==> config.mk <==
export PLATFORM = sky130hd
export DESIGN_NAME = masked_share_split
export DESIGN_NICKNAME = d
export VERILOG_FILES = /design/src/rtl/masked_share_split.sv
export SDC_FILE = /design/constraint.sdc
export NUM_CORES = 1
export LEC_CHECK = 0
export CAP_MARGIN = 20
export CORE_MARGIN = 1
export CORE_UTILIZATION = 55
export DETAILED_ROUTE_END_ITERATION = 8
export PLACE_DENSITY = 0.84
export SYNTH_ARGS = -nofsm -noshare
export SYNTH_HDL_FRONTEND = slang
export SYNTH_SLANG_ARGS = --single-unit
==> constraint.sdc <==
create_clock -name clock -period 7.4 [get_ports clock]
set_input_delay 2.22 -clock clock [delete_from_list [all_inputs] [get_ports clock]]
set_output_delay 2.22 -clock clock [all_outputs]
set_load 0.05 [all_outputs]
==> src/rtl/masked_share_split.sv <==
// Arithmetic-masking front end: splits P and H into two additive shares mod MODULUS
// and runs the engine start/done handshake. Optional share self-check: MASK_SHARE_CHECK_EN.
module masked_share_split #(
  parameter int RADIX   = 13,
  parameter int MODULUS = 8191
) (
  input  logic               clock,
  input  logic               rst_n,
  input  logic               in_valid,
  output logic               in_ready,
  input  logic [RADIX-1:0]   P,
  input  logic [RADIX-1:0]   H,
  input  logic [2*RADIX-1:0] rnd,
  input  logic               rnd_valid,
  output logic               rnd_req,
  output logic [RADIX-1:0]   P1,
  output logic [RADIX-1:0]   P2,
  output logic [RADIX-1:0]   H1,
  output logic [RADIX-1:0]   H2,
  output logic               arith_start,
  input  logic               arith_done,
  output logic               out_done,
  output logic               mask_err,
  output logic [2:0]         dbg_state
);

  // Handshakes: a transfer happens on a clock edge where valid and ready are both 1
  // (in_valid/in_ready for P/H, rnd_valid/rnd_req for the TRNG word); valid must be
  // held by the source until it is taken, and ready never depends on valid.

  localparam logic [RADIX-1:0] Q = RADIX'(MODULUS);

  typedef enum logic [2:0] {
    S_IDLE    = 3'd0,
    S_DRAW    = 3'd1,
    S_SPLIT   = 3'd2,
    S_START   = 3'd3,
    S_RUN     = 3'd4,
    S_RELEASE = 3'd5
  } state_t;

  function automatic logic [RADIX-1:0] reduce_once(input logic [RADIX-1:0] v);
    return (v >= Q) ? v - Q : v;
  endfunction

  // a - b mod q for a, b < q: borrow bit selects the +q correction.
  function automatic logic [RADIX-1:0] sub_mod(input logic [RADIX-1:0] a,
                                              input logic [RADIX-1:0] b);
    logic [RADIX:0] d;
    d = {1'b0, a} - {1'b0, b};
    if (d[RADIX]) d = d + {1'b0, Q};
    return d[RADIX-1:0];
  endfunction

  state_t           state_q, state_d;
  logic [RADIX-1:0] p_q, h_q, r1_q, r2_q;
  logic [RADIX-1:0] p1_q, p2_q, h1_q, h2_q;

  logic [RADIX-1:0] r1_w, r2_w;
  logic             rnd_ok;
  logic             load_ph, load_rnd, do_split, clr;

  assign r1_w   = rnd[RADIX-1:0];
  assign r2_w   = rnd[2*RADIX-1:RADIX];
  // Any out-of-range half discards the whole word so both shares stay uniform.
  assign rnd_ok = (r1_w < Q) && (r2_w < Q);

`ifdef MASK_SHARE_CHECK_EN
  function automatic logic [RADIX-1:0] add_mod(input logic [RADIX-1:0] a,
                                              input logic [RADIX-1:0] b);
    logic [RADIX:0] s;
    s = {1'b0, a} + {1'b0, b};
    if (s >= {1'b0, Q}) s = s - {1'b0, Q};
    return s[RADIX-1:0];
  endfunction

  logic chk_bad, set_err, mask_err_q;
  assign chk_bad = (add_mod(p1_q, p2_q) != p_q) || (add_mod(h1_q, h2_q) != h_q);

  always_ff @(posedge clock or negedge rst_n) begin
    if (!rst_n)       mask_err_q <= 1'b0;
    else if (set_err) mask_err_q <= 1'b1;
  end
  assign mask_err = mask_err_q;
`else
  assign mask_err = 1'b0;
`endif

  always_comb begin
    state_d     = state_q;
    in_ready    = 1'b0;
    rnd_req     = 1'b0;
    arith_start = 1'b0;
    out_done    = 1'b0;
    load_ph     = 1'b0;
    load_rnd    = 1'b0;
    do_split    = 1'b0;
    clr         = 1'b0;
`ifdef MASK_SHARE_CHECK_EN
    set_err     = 1'b0;
`endif
    case (state_q)
      S_IDLE: begin
        in_ready = 1'b1;
        if (in_valid) begin
          load_ph = 1'b1;
          state_d = S_DRAW;
        end
      end
      S_DRAW: begin
        rnd_req = 1'b1;
        if (rnd_valid && rnd_ok) begin
          load_rnd = 1'b1;
          state_d  = S_SPLIT;
        end
      end
      S_SPLIT: begin
        do_split = 1'b1;
        state_d  = S_START;
      end
      S_START: begin
`ifdef MASK_SHARE_CHECK_EN
        if (chk_bad) begin
          set_err = 1'b1;
          clr     = 1'b1;
          state_d = S_IDLE;
        end else begin
`else
        begin
`endif
          arith_start = 1'b1;
          if (!arith_done) state_d = S_RUN;
        end
      end
      S_RUN: begin
        arith_start = 1'b1;
        if (arith_done) state_d = S_RELEASE;
      end
      S_RELEASE: begin
        out_done = 1'b1;
        clr      = 1'b1;
        state_d  = S_IDLE;
      end
      default: state_d = S_IDLE;
    endcase
  end

  always_ff @(posedge clock or negedge rst_n) begin
    if (!rst_n) begin
      state_q <= S_IDLE;
      p_q     <= '0;
      h_q     <= '0;
      r1_q    <= '0;
      r2_q    <= '0;
      p1_q    <= '0;
      p2_q    <= '0;
      h1_q    <= '0;
      h2_q    <= '0;
    end else begin
      state_q <= state_d;
      if (load_ph) begin
        p_q <= reduce_once(P);
        h_q <= reduce_once(H);
      end
      if (load_rnd) begin
        r1_q <= r1_w;
        r2_q <= r2_w;
      end
      if (do_split) begin
        p1_q <= r1_q;
        p2_q <= sub_mod(p_q, r1_q);
        h1_q <= r2_q;
        h2_q <= sub_mod(h_q, r2_q);
      end
      // Scrub the plain secret and randomness once the engine has consumed the shares.
      if (clr) begin
        p_q  <= '0;
        h_q  <= '0;
        r1_q <= '0;
        r2_q <= '0;
      end
    end
  end

  assign P1        = p1_q;
  assign P2        = p2_q;
  assign H1        = h1_q;
  assign H2        = h2_q;
  assign dbg_state = state_q;

endmodule

==> flow_metrics.py, run 1 <==
metrics = {
    "worst_setup_path": {
        "cp_slowest_cell": "clkdlybuf4s50_1",
        "worstSetupPathType": "register to output port",
        "critPathLaunchType": "register",
        "cp-end-kind": "output port",
        "crit_chain": "nor2b_1 > nand2_1 > clkinv_1 > clkdlybuf4s50_1",
        "critPathArrivalTime_ns": 2.87,
        "r2r_start": "h_q[0]",
        "required_ns": 5.18,
        "endpoint": "out_done",
        "critPathMaxStageDelay_ns": 0.91,
        "setup.worst_path.start": "dbg_state[0]",
        "cp_max_fo": 26,
        "reg2reg_depth": 12,
        "ff2ff_setup_slack_ns": 4.05,
        "timing.rr.end": "H2[11]",
    },
    "timing": {
        "maxSlewHeadroom_pct": 38.2,
        "rsz0062_at_grt": "no",
        "max_freq_mhz": 197,
        "worstMarginPinSlew_ns": 0.927,
        "finalCriticalPeriod_ns": 5.09,
        "setup_violations": 0,
        "fin_setup_tns_ns": 0,
        "drv_slew": 0,
        "skew_ns": 0.0126,
        "finalHoldViolCount": 0,
        "period_share_pct": 68.7,
    },
    "synthesis": {
        "synth.ff_latch_count": 107,
        "synth_seq_area_share_pct": 43.8,
        "syn_area_per_cell_um2": 9.13,
        "synthArstFlopShare_pct": 100,
        "synth_edf_count": 0,
        "synth_top_area_cell": "dfrtp_1",
        "synthTopCellsByArea": "dfrtp_1, nand2_1, ha_1, o21ai_0, xnor2_1",
        "syn_nets": 759,
        "yosysWarnings": 0,
        "mappedNetlistArea_um2": 6110,
        "synth_top_flop_cell": "dfrtp_1",
        "ys_types": 65,
        "synth_cells": 670,
        "yosysTopAreaCellShare_pct": 43.8,
    },
    "global_route": {
        "gr-usage-all-layers_pct": 27.4,
        "grt_max_degree": 78,
        "grt_overflow": 0,
        "antenna_found_initial": 0,
        "grt_pass1_wl_mm": 24.7,
        "grt_pass1_vias": 5047,
    },
    "floorplan": {
        "die_area_um2": 11500,
        "die_x_um": 107,
        "die_y_um": 107,
        "std_cell_rows": 38,
        "initial_utilization_pct": 56.4,
        "core-area_um2": 10800,
        "ioPinCount": 117,
    },
    "detailed_routing": {
        "wl_per_cell_um": 16.4,
        "via_per_inst": 5.86,
        "drt-pass1-iter-count": 6,
        "routed_wl_mm": 15.0,
        "antenna_left": 0,
        "drt-initial-drc-count": 387,
        "drc": 0,
        "vias": 5364,
    },
    "clock_network": {
        "cts-resized-gates": 0,
        "cts_tree": "done",
        "clkTransAtPathRegs_ns": 0.10,
        "hold_buffers": 0,
        "post_cts_buffers": 0,
        "clockRootBuffer": "clkbuf_8",
        "cts_made_buffers": 9,
        "cts_buffer_depth": 2,
        "worst_skew_pair.late_latency_ns": 0.38,
        "clock_sinks": 107,
        "h-tree-depth": 3,
    },
    "finish": {
        "area_delta_synth_final_pct": 23.9,
        "diodes": 0,
        "fin_nets": 859,
        "final.fill_count": 863,
        "drive_above_1_share_pct": 5.03,
    },
    "place": {
        "hpwlAfterDp_mm": 11.5,
        "gp_congestion": 0.898,
        "port_buffers": 115,
    },
    "worst_hold_path": {
        "min_path_type": "register to register",
    },
    "run": {
        "max_cap_violations": 0,
    },
    "status": {
        "outcome": "finished clean",
    },
}
## per-stage QoR
stage / util [%] / cell area (um^2) / std cells / hold slack [ns] / worst slack, ns
4_1_cts: 69.9 / 7580 / 915 / 0.479 / 2.33
2_1_floorplan: - / 6110 / 670 / 0.465 / 3.13
3_3_place_gp: 67.9 / 7360 / 899 / 0.460 / 2.83
6_report: 69.9 / 7580 / 915 / 0.473 / 2.31
5_1_grt: 69.9 / 7580 / 915 / 0.501 / 2.17
3_5_place_dp: 67.9 / 7360 / 899 / 0.457 / 2.75
## logic make-up (layout without fill, tap and decap cells)
family	after synthesis	in the layout	synth area share, %
AND/OR/NAND/NOR	227	227	18.1
AO/OA/AOI/OAI	185	185	20.4
flip-flops	107	107	43.8
buffers and inverters	76	181	4.77
XOR/XNOR	39	39	5.59
adder cells (fa/ha/maj)	32	32	6.79
multiplexers	3	3	0.512
other	1	1	0.0613
## per-layer routing
| metal | routed length, um | global-route usage, % |
|---|---|---|
| met1 | 6940 | 38.9 |
| met2 | 6770 | 41.8 |
| met3 | 913 | 4.42 |
| met4 | 386 | 11.4 |
| met5 | 0 | 0 |
## sequential cells by signal (all words and copies together) (netlist names)
register   flops
p_q           13
r2_q          13
H1            13
P2            13
r1_q          13
h_q           13
dbg_state      3
P1            13
H2            13
## cells in the final DEF, fill, tap and decap left out, drive strengths merged, types with 5 or more instances in the layout
| master | instances |
|---|---|
| clkdlybuf4s50 | 114 |
| nand2 | 112 |
| dfrtp | 107 |
| o21ai | 69 |
| inv | 45 |
| ha | 30 |
| o31ai | 28 |
| nor2 | 27 |
| xnor2 | 25 |
| a21oi | 22 |
| a22o | 22 |
| nand3 | 17 |
| xor2 | 14 |
| nand4 | 13 |
| clkbuf | 11 |
| nor3 | 10 |
| nand2b | 7 |
| or3 | 6 |
| o21a | 6 |
| nor2b | 6 |
| buf | 6 |
| a21o | 5 |
| a31oi | 5 |
| nor3b | 5 |
| nor4 | 5 |
## cell type report
type | count | area, um^2 | area share [%]
Inverter | 45 | 169 | 2.23
Clock buffer | 11 | 131 | 1.73
Clock inverter | 5 | 85.1 | 1.12
Timing Repair Buffer | 120 | 1190 | 15.7
Sequential cell | 107 | 2680 | 35.3
Multi-Input combinational cell | 487 | 3150 | 41.6
Tap cell | 140 | 175 | 2.31
## synth_stat cells (2+ instances only)
cell	number
and4_1	2
a22o_1	22
nor4_1	3
nand4_1	12
and3_1	4
and2_1	4
a21oi_1	22
nand2_1	112
inv_1	44
nor2_1	27
dfrtp_1	107
o31ai_1	28
o21ai_1	12
a211o_1	2
o21a_1	6
nand2b_1	7
nand3_1	16
a21o_1	5
nor3_1	10
xnor2_1	25
a2111oi_0	3
nand3b_1	2
o211ai_1	4
nor2b_1	6
nor4_2	2
a31oi_1	5
o21ai_0	56
ha_1	30
or2_2	3
o22ai_1	2
nor3b_1	4
o311ai_1	2
fa_1	2
clkbuf_1	28
buf_2	2
xor2_1	14
mux2i_1	2
or3_1	6
## how the worst min path moves through the flow
stage                     startpoint     to  slack (ns)  cells past startpoint
after detailed placement       H2[1]  H2[1]        0.46                      2
after global placement         P2[1]  P2[1]        0.46                      2
after floorplan              r2_q[0]  H1[0]        0.46                      2
final                          H2[1]  H2[1]        0.47                      2
after CTS                      H2[1]  H2[1]        0.48                      2
after global routing           H2[1]  H2[1]        0.50                      2
## worst max-delay path, delay by kind of cell (launching register included)
family	cells	cell delay, ns
buffers and inverters	2	1.55
flip-flops	1	0.50
AND/OR/NAND/NOR	2	0.43
Power of run 1 is not shown: default switching activity piles up to over one toggle a cycle in this logic, so the estimate is an artifact.
==> inputs of run 2 (changes only) <==
--- a/config.mk
+++ b/config.mk
@@ -7,9 +7,9 @@
 export LEC_CHECK = 0
 export CAP_MARGIN = 20
 export CORE_MARGIN = 1
-export CORE_UTILIZATION = 55
+export CORE_UTILIZATION = 48
 export DETAILED_ROUTE_END_ITERATION = 8
-export PLACE_DENSITY = 0.84
+export PLACE_DENSITY = 0.78
 export SYNTH_ARGS = -nofsm -noshare
 export SYNTH_HDL_FRONTEND = slang
 export SYNTH_SLANG_ARGS = --single-unit
==> constraint.sdc (replaced) <==
create_clock -name clock -period 4.3 [get_ports clock]
set_input_delay 1.29 -clock clock [delete_from_list [all_inputs] [get_ports clock]]
set_output_delay 1.29 -clock clock [all_outputs]
set_load 0.05 [all_outputs]
==> run 2 against run 1 <==
Via count decreased by 1.0%. Non-clock buffer count rose by 1. Die area is 14% higher. Flip-flop and latch count unchanged. Final area grew 1.8%. First-iteration DRC count is 22% lower. Critical path depth unchanged. Cell count rose by 3.2%. Clock-buffer cell count decreased by 2. Worst setup slack lost 1.6 ns. Wire length is 3.6% higher. Hold slack better by 0.0089 ns. Largest cell class unchanged. Highest routed layer unchanged.
==> flow_metrics.py, run 2 (synthesis gave the netlist of run 1 again) <==
metrics = {
    "floorplan": {
        "std_cell_rows": 40,
        "die_y_um": 115,
        "die_area_um2": 13200,
        "core-area_um2": 12200,
        "die_x_um": 115,
        "ioPinCount": 117,
        "initial_utilization_pct": 50.1,
    },
    "worst_setup_path": {
        "cp_num_cells": 4,
        "cp-end-kind": "output port",
        "critPathMaxStageDelay_ns": 0.81,
        "critPathLaunchType": "register",
        "cp_slowest_cell": "clkdlybuf4s50_1",
        "crit_family": "buffers and inverters",
        "required_ns": 3.01,
        "critPathArrivalTime_ns": 2.27,
        "reg2reg_depth": 11,
        "crit_chain": "nor2b_1 > nand2_1 > clkinv_1 > clkdlybuf4s50_1",
        "crit_buf_inv": 2,
        "worstSetupPathType": "register to output port",
        "cp_max_fo": 10,
    },
    "clock_network": {
        "cts-resized-gates": 0,
        "worst_skew_pair.late_latency_ns": 0.36,
        "clock_sinks": 107,
        "hold_buffers": 0,
        "cts_buffer_depth": 2,
        "h-tree-depth": 3,
        "cts_tree": "done",
        "post_cts_buffers": 0,
        "clkTransAtPathRegs_ns": 0.08,
        "cts_made_buffers": 9,
        "clockRootBuffer": "clkbuf_16",
    },
    "finish": {
        "diodes": 0,
        "area_delta_synth_final_pct": 26.2,
        "mostFrequentLayoutCells": "clkdlybuf4s50_1, nand2_1, dfrtp_1, o21ai_0, inv_1",
        "drive_above_1_share_pct": 5.41,
        "fin_nets": 860,
        "layout_commonest_cell": "clkdlybuf4s50_1",
    },
    "global_route": {
        "gr-usage-all-layers_pct": 24.9,
        "antenna_found_initial": 0,
        "grt_pass1_vias": 5217,
        "grt_max_degree": 88,
        "grt_pass1_wl_mm": 25.5,
        "grt_overflow": 0,
    },
    "detailed_routing": {
        "vias": 5310,
        "drc": 0,
        "drt-initial-drc-count": 300,
        "antenna_left": 0,
        "drt-pass1-iter-count": 5,
        "routed_wl_mm": 15.6,
        "wl_per_cell_um": 16.5,
        "via_per_inst": 5.63,
    },
    "place": {
        "port_buffers": 115,
        "hpwlAfterDp_mm": 11.7,
        "gp_congestion": 0.868,
    },
    "timing": {
        "worstMarginPinSlew_ns": 0.820,
        "skew_ns": 0.0157,
        "finalCriticalPeriod_ns": 3.56,
        "setup_violations": 0,
        "maxSlewHeadroom_pct": 45.3,
        "period_share_pct": 82.8,
        "max_freq_mhz": 281,
        "finalHoldViolCount": 0,
        "drv_slew": 0,
        "rsz0062_at_grt": "no",
        "fin_setup_tns_ns": 0,
    },
    "status": {
        "outcome": "finished clean",
    },
    "worst_hold_path": {
        "min_path_type": "register to register",
        "min_path_cells": 2,
    },
    "run": {
        "max_cap_violations": 0,
    },
}
run 2: cell count changes in the layout (fill, tap and decap cells not counted), sizes merged:
cell / change
bufinv: -2
clkbuf: -2
buf: +1
inv: +4
run 2: final cells by class:
type | instances | area (um^2)
inverters | 45 | 169
clock inverters | 7 | 67.6
well taps | 168 | 210
flip-flops and latches | 107 | 2680
multi-input cells | 487 | 3150
fillers | 1071 | 4490
clock buffers | 9 | 225
repair buffers | 121 | 1210
run 2: worst paths after layout:
| kind | start | end | slack, ns |
|---|---|---|---|
| worst max-delay path | dbg_state[0] | out_done | 0.74 |
| worst min-delay path | P1[4] | P1[4] | 0.48 |
| worst max register to register | r2_q[0] | H2[11] | 0.95 |
| worst min register to register | P1[4] | P1[4] | 0.48 |
| max in group asynchronous | rst_n | h_q[1] | 2.49 |
| min in group asynchronous | rst_n | P1[8] | 0.85 |
run 2: stage by stage:
| step | instances | utilization [%] | cell area, um^2 | setup WS (ns) | hold WS, ns |
|---|---|---|---|---|---|
| floorplan | 670 | - | 6110 | 0.964 | 0.465 |
| global placement | 927 | 60.6 | 7400 | 1.15 | 0.466 |
| detailed placement | 927 | 60.6 | 7400 | 1.07 | 0.470 |
| CTS | 943 | 63.0 | 7690 | 0.729 | 0.488 |
| global route | 944 | 63.2 | 7720 | 0.620 | 0.504 |
| finish | 944 | 63.2 | 7720 | 0.739 | 0.482 |
run 2: worst register-to-register path, delay by kind of cell, from the launching register on:
| family | cells | cell delay (ns) |
|---|---|---|
| AOI/OAI and AO/OA | 4 | 1.14 |
| adders and majority gates | 2 | 0.63 |
| xor gates and xnor gates | 2 | 0.55 |
| DFF | 1 | 0.42 |
| and+or+nand+nor | 2 | 0.41 |
| buffers and inverters | 1 | 0.06 |
run 2: routing by layer:
layer	vias to the layer above	GRT usage (%)	part of all wire (%)	routed length [um]
met5	-	0	0	0
met4	0	11.3	2.4	380
met3	26	3.48	5.0	785
met2	156	38.4	45	7010
met1	2553	35.0	47	7380
li1	2575	-	-	-
Power of run 2 is left out for the same reason.
==> inputs of run 3 (changes only) <==
==> constraint.sdc (replaced) <==
create_clock -name clock -period 3.1 [get_ports clock]
set_input_delay 0.93 -clock clock [delete_from_list [all_inputs] [get_ports clock]]
set_output_delay 0.93 -clock clock [all_outputs]
set_load 0.05 [all_outputs]
==> run 3 against run 2 <==
Worst setup slack got worse by 0.55 ns. Sequential share of layout area fell by 0.76 points. Die area did not move. Cell count rose by 1.6%. Via count fell by 0.24%. Clock skew fell by 0.0099 ns.
==> flow_metrics.py, run 3 (synthesis gave the netlist of run 1 again) <==
metrics = {
    "detailed_routing": {
        "via_per_inst": 5.52,
        "drt-pass1-iter-count": 5,
        "vias": 5297,
        "antenna_left": 0,
        "drc": 0,
        "drt-initial-drc-count": 263,
        "wl_per_cell_um": 16.2,
        "routed_wl_mm": 15.5,
    },
    "place": {
        "port_buffers": 115,
        "dpl-instance-area_um2": 7520,
        "gp_congestion": 0.863,
        "hpwlAfterDp_mm": 12.2,
        "dp_cells": 940,
    },
    "timing": {
        "skew_ns": 0.00580,
        "drv_slew": 0,
        "worstMarginPinSlew_ns": 0.996,
        "finalCriticalPeriod_ns": 2.91,
        "maxSlewHeadroom_pct": 33.6,
        "finalHoldViolCount": 0,
        "rsz0062_at_grt": "yes",
        "period_share_pct": 94.0,
        "setup_violations": 0,
        "max_freq_mhz": 343,
    },
    "clock_network": {
        "cts_made_buffers": 9,
        "clockRootBuffer": "clkbuf_16",
        "h-tree-depth": 3,
        "cts_tree": "done",
        "cts_buffer_depth": 2,
        "worst_skew_pair.late_latency_ns": 0.36,
        "hold_buffers": 0,
        "clock_sinks": 107,
        "clkTransAtPathRegs_ns": 0.07,
    },
    "worst_setup_path": {
        "cp-end-kind": "register",
        "required_ns": 3.35,
        "critPathLaunchType": "register",
        "cp_max_fo": 6,
        "critPathArrivalTime_ns": 3.16,
        "worstSetupPathType": "register to register",
    },
    "status": {
        "outcome": "finished clean",
    },
    "finish": {
        "mostFrequentLayoutCells": "nand2_1, clkdlybuf4s50_1, dfrtp_1, o21ai_0, inv_1",
        "drive_above_1_share_pct": 8.22,
        "stdcell_count": 959,
        "fin_nets": 875,
        "fin_area_um2": 7890,
        "layout_commonest_cell": "nand2_1",
        "postLayoutCoreUtil_pct": 64.6,
        "diodes": 0,
        "final.fill_count": 1042,
        "area_delta_synth_final_pct": 29.1,
    },
    "global_route": {
        "grt_pass1_vias": 5056,
        "grt_overflow": 0,
        "gr-usage-all-layers_pct": 24.7,
        "antenna_found_initial": 0,
        "grt_pass1_wl_mm": 25.3,
        "grt_max_degree": 60,
    },
    "floorplan": {
        "initial_utilization_pct": 50.1,
        "std_cell_rows": 40,
        "core-area_um2": 12200,
        "ioPinCount": 117,
        "die_x_um": 115,
        "die_area_um2": 13200,
        "die_y_um": 115,
    },
    "worst_hold_path": {
        "min_path_type": "register to register",
    },
    "run": {
        "max_cap_violations": 0,
    },
}
-- run 3: what timing repair did --
action                     4_1_cts  5_1_grt
buffers inserted                 1        2
setup endpoints to repair        4        7
pin swaps                        1        4
gates resized for setup          1       11
-- run 3: cell type report --
| type | count | area, um^2 | share of cell area [%] |
|---|---|---|---|
| multi-input combinational | 487 | 3200 | 40.5 |
| sequential | 107 | 2680 | 33.9 |
| timing repair buffer | 136 | 1330 | 16.9 |
| clock buffer | 9 | 225 | 2.85 |
| tap | 168 | 210 | 2.66 |
| inverter | 45 | 169 | 2.14 |
| clock inverter | 7 | 82.6 | 1.05 |
-- run 3: through the flow --
step | setup TNS [ns] | setup slack [ns] | hold slack (ns)
global placement | 0 | 0.0817 | 0.461
floorplan | 0 | 0.124 | 0.465
finish | 0 | 0.187 | 0.479
detailed placement | -0.0897 | -0.0555 | 0.471
global route | 0 | 0.00663 | 0.515
CTS | 0 | 0.000651 | 0.486
-- run 3: worst max-delay path, cell delays in order (launching register included) --
cell      delay, ns
dfrtp_1        0.36
inv_1          0.18
ha_1           0.27
nor2b_1        0.15
o21a_1         0.23
a41o_1         0.34
a211oi_4       0.40
nand3_4        0.15
or4_4          0.44
xor2_1         0.21
o21ai_2        0.06
-- run 3: layer usage --
| layer | up-vias | track usage [%] | routed length [um] |
|---|---|---|---|
| met5 | - | 0 | 0 |
| met4 | 0 | 7.19 | 211 |
| met3 | 14 | 3.64 | 720 |
| met2 | 154 | 38.9 | 7040 |
| met1 | 2529 | 35.5 | 7530 |
| li1 | 2600 | - | - |
-- run 3: worst paths after layout --
kind | startpoint | slack [ns] | end | cells after the start
worst min register to register | H1[3] | 0.48 | H1[3] | 2
max in group asynchronous | rst_n | 1.82 | H1[7] | 2
worst max-delay path | r1_q[1] | 0.19 | P2[6] | 10
worst min-delay path | H1[3] | 0.48 | H1[3] | 2
worst max register to register | r1_q[1] | 0.19 | P2[6] | 10
min in group asynchronous | rst_n | 0.56 | p_q[12] | 1
Power of run 3 is left out for the same reason.
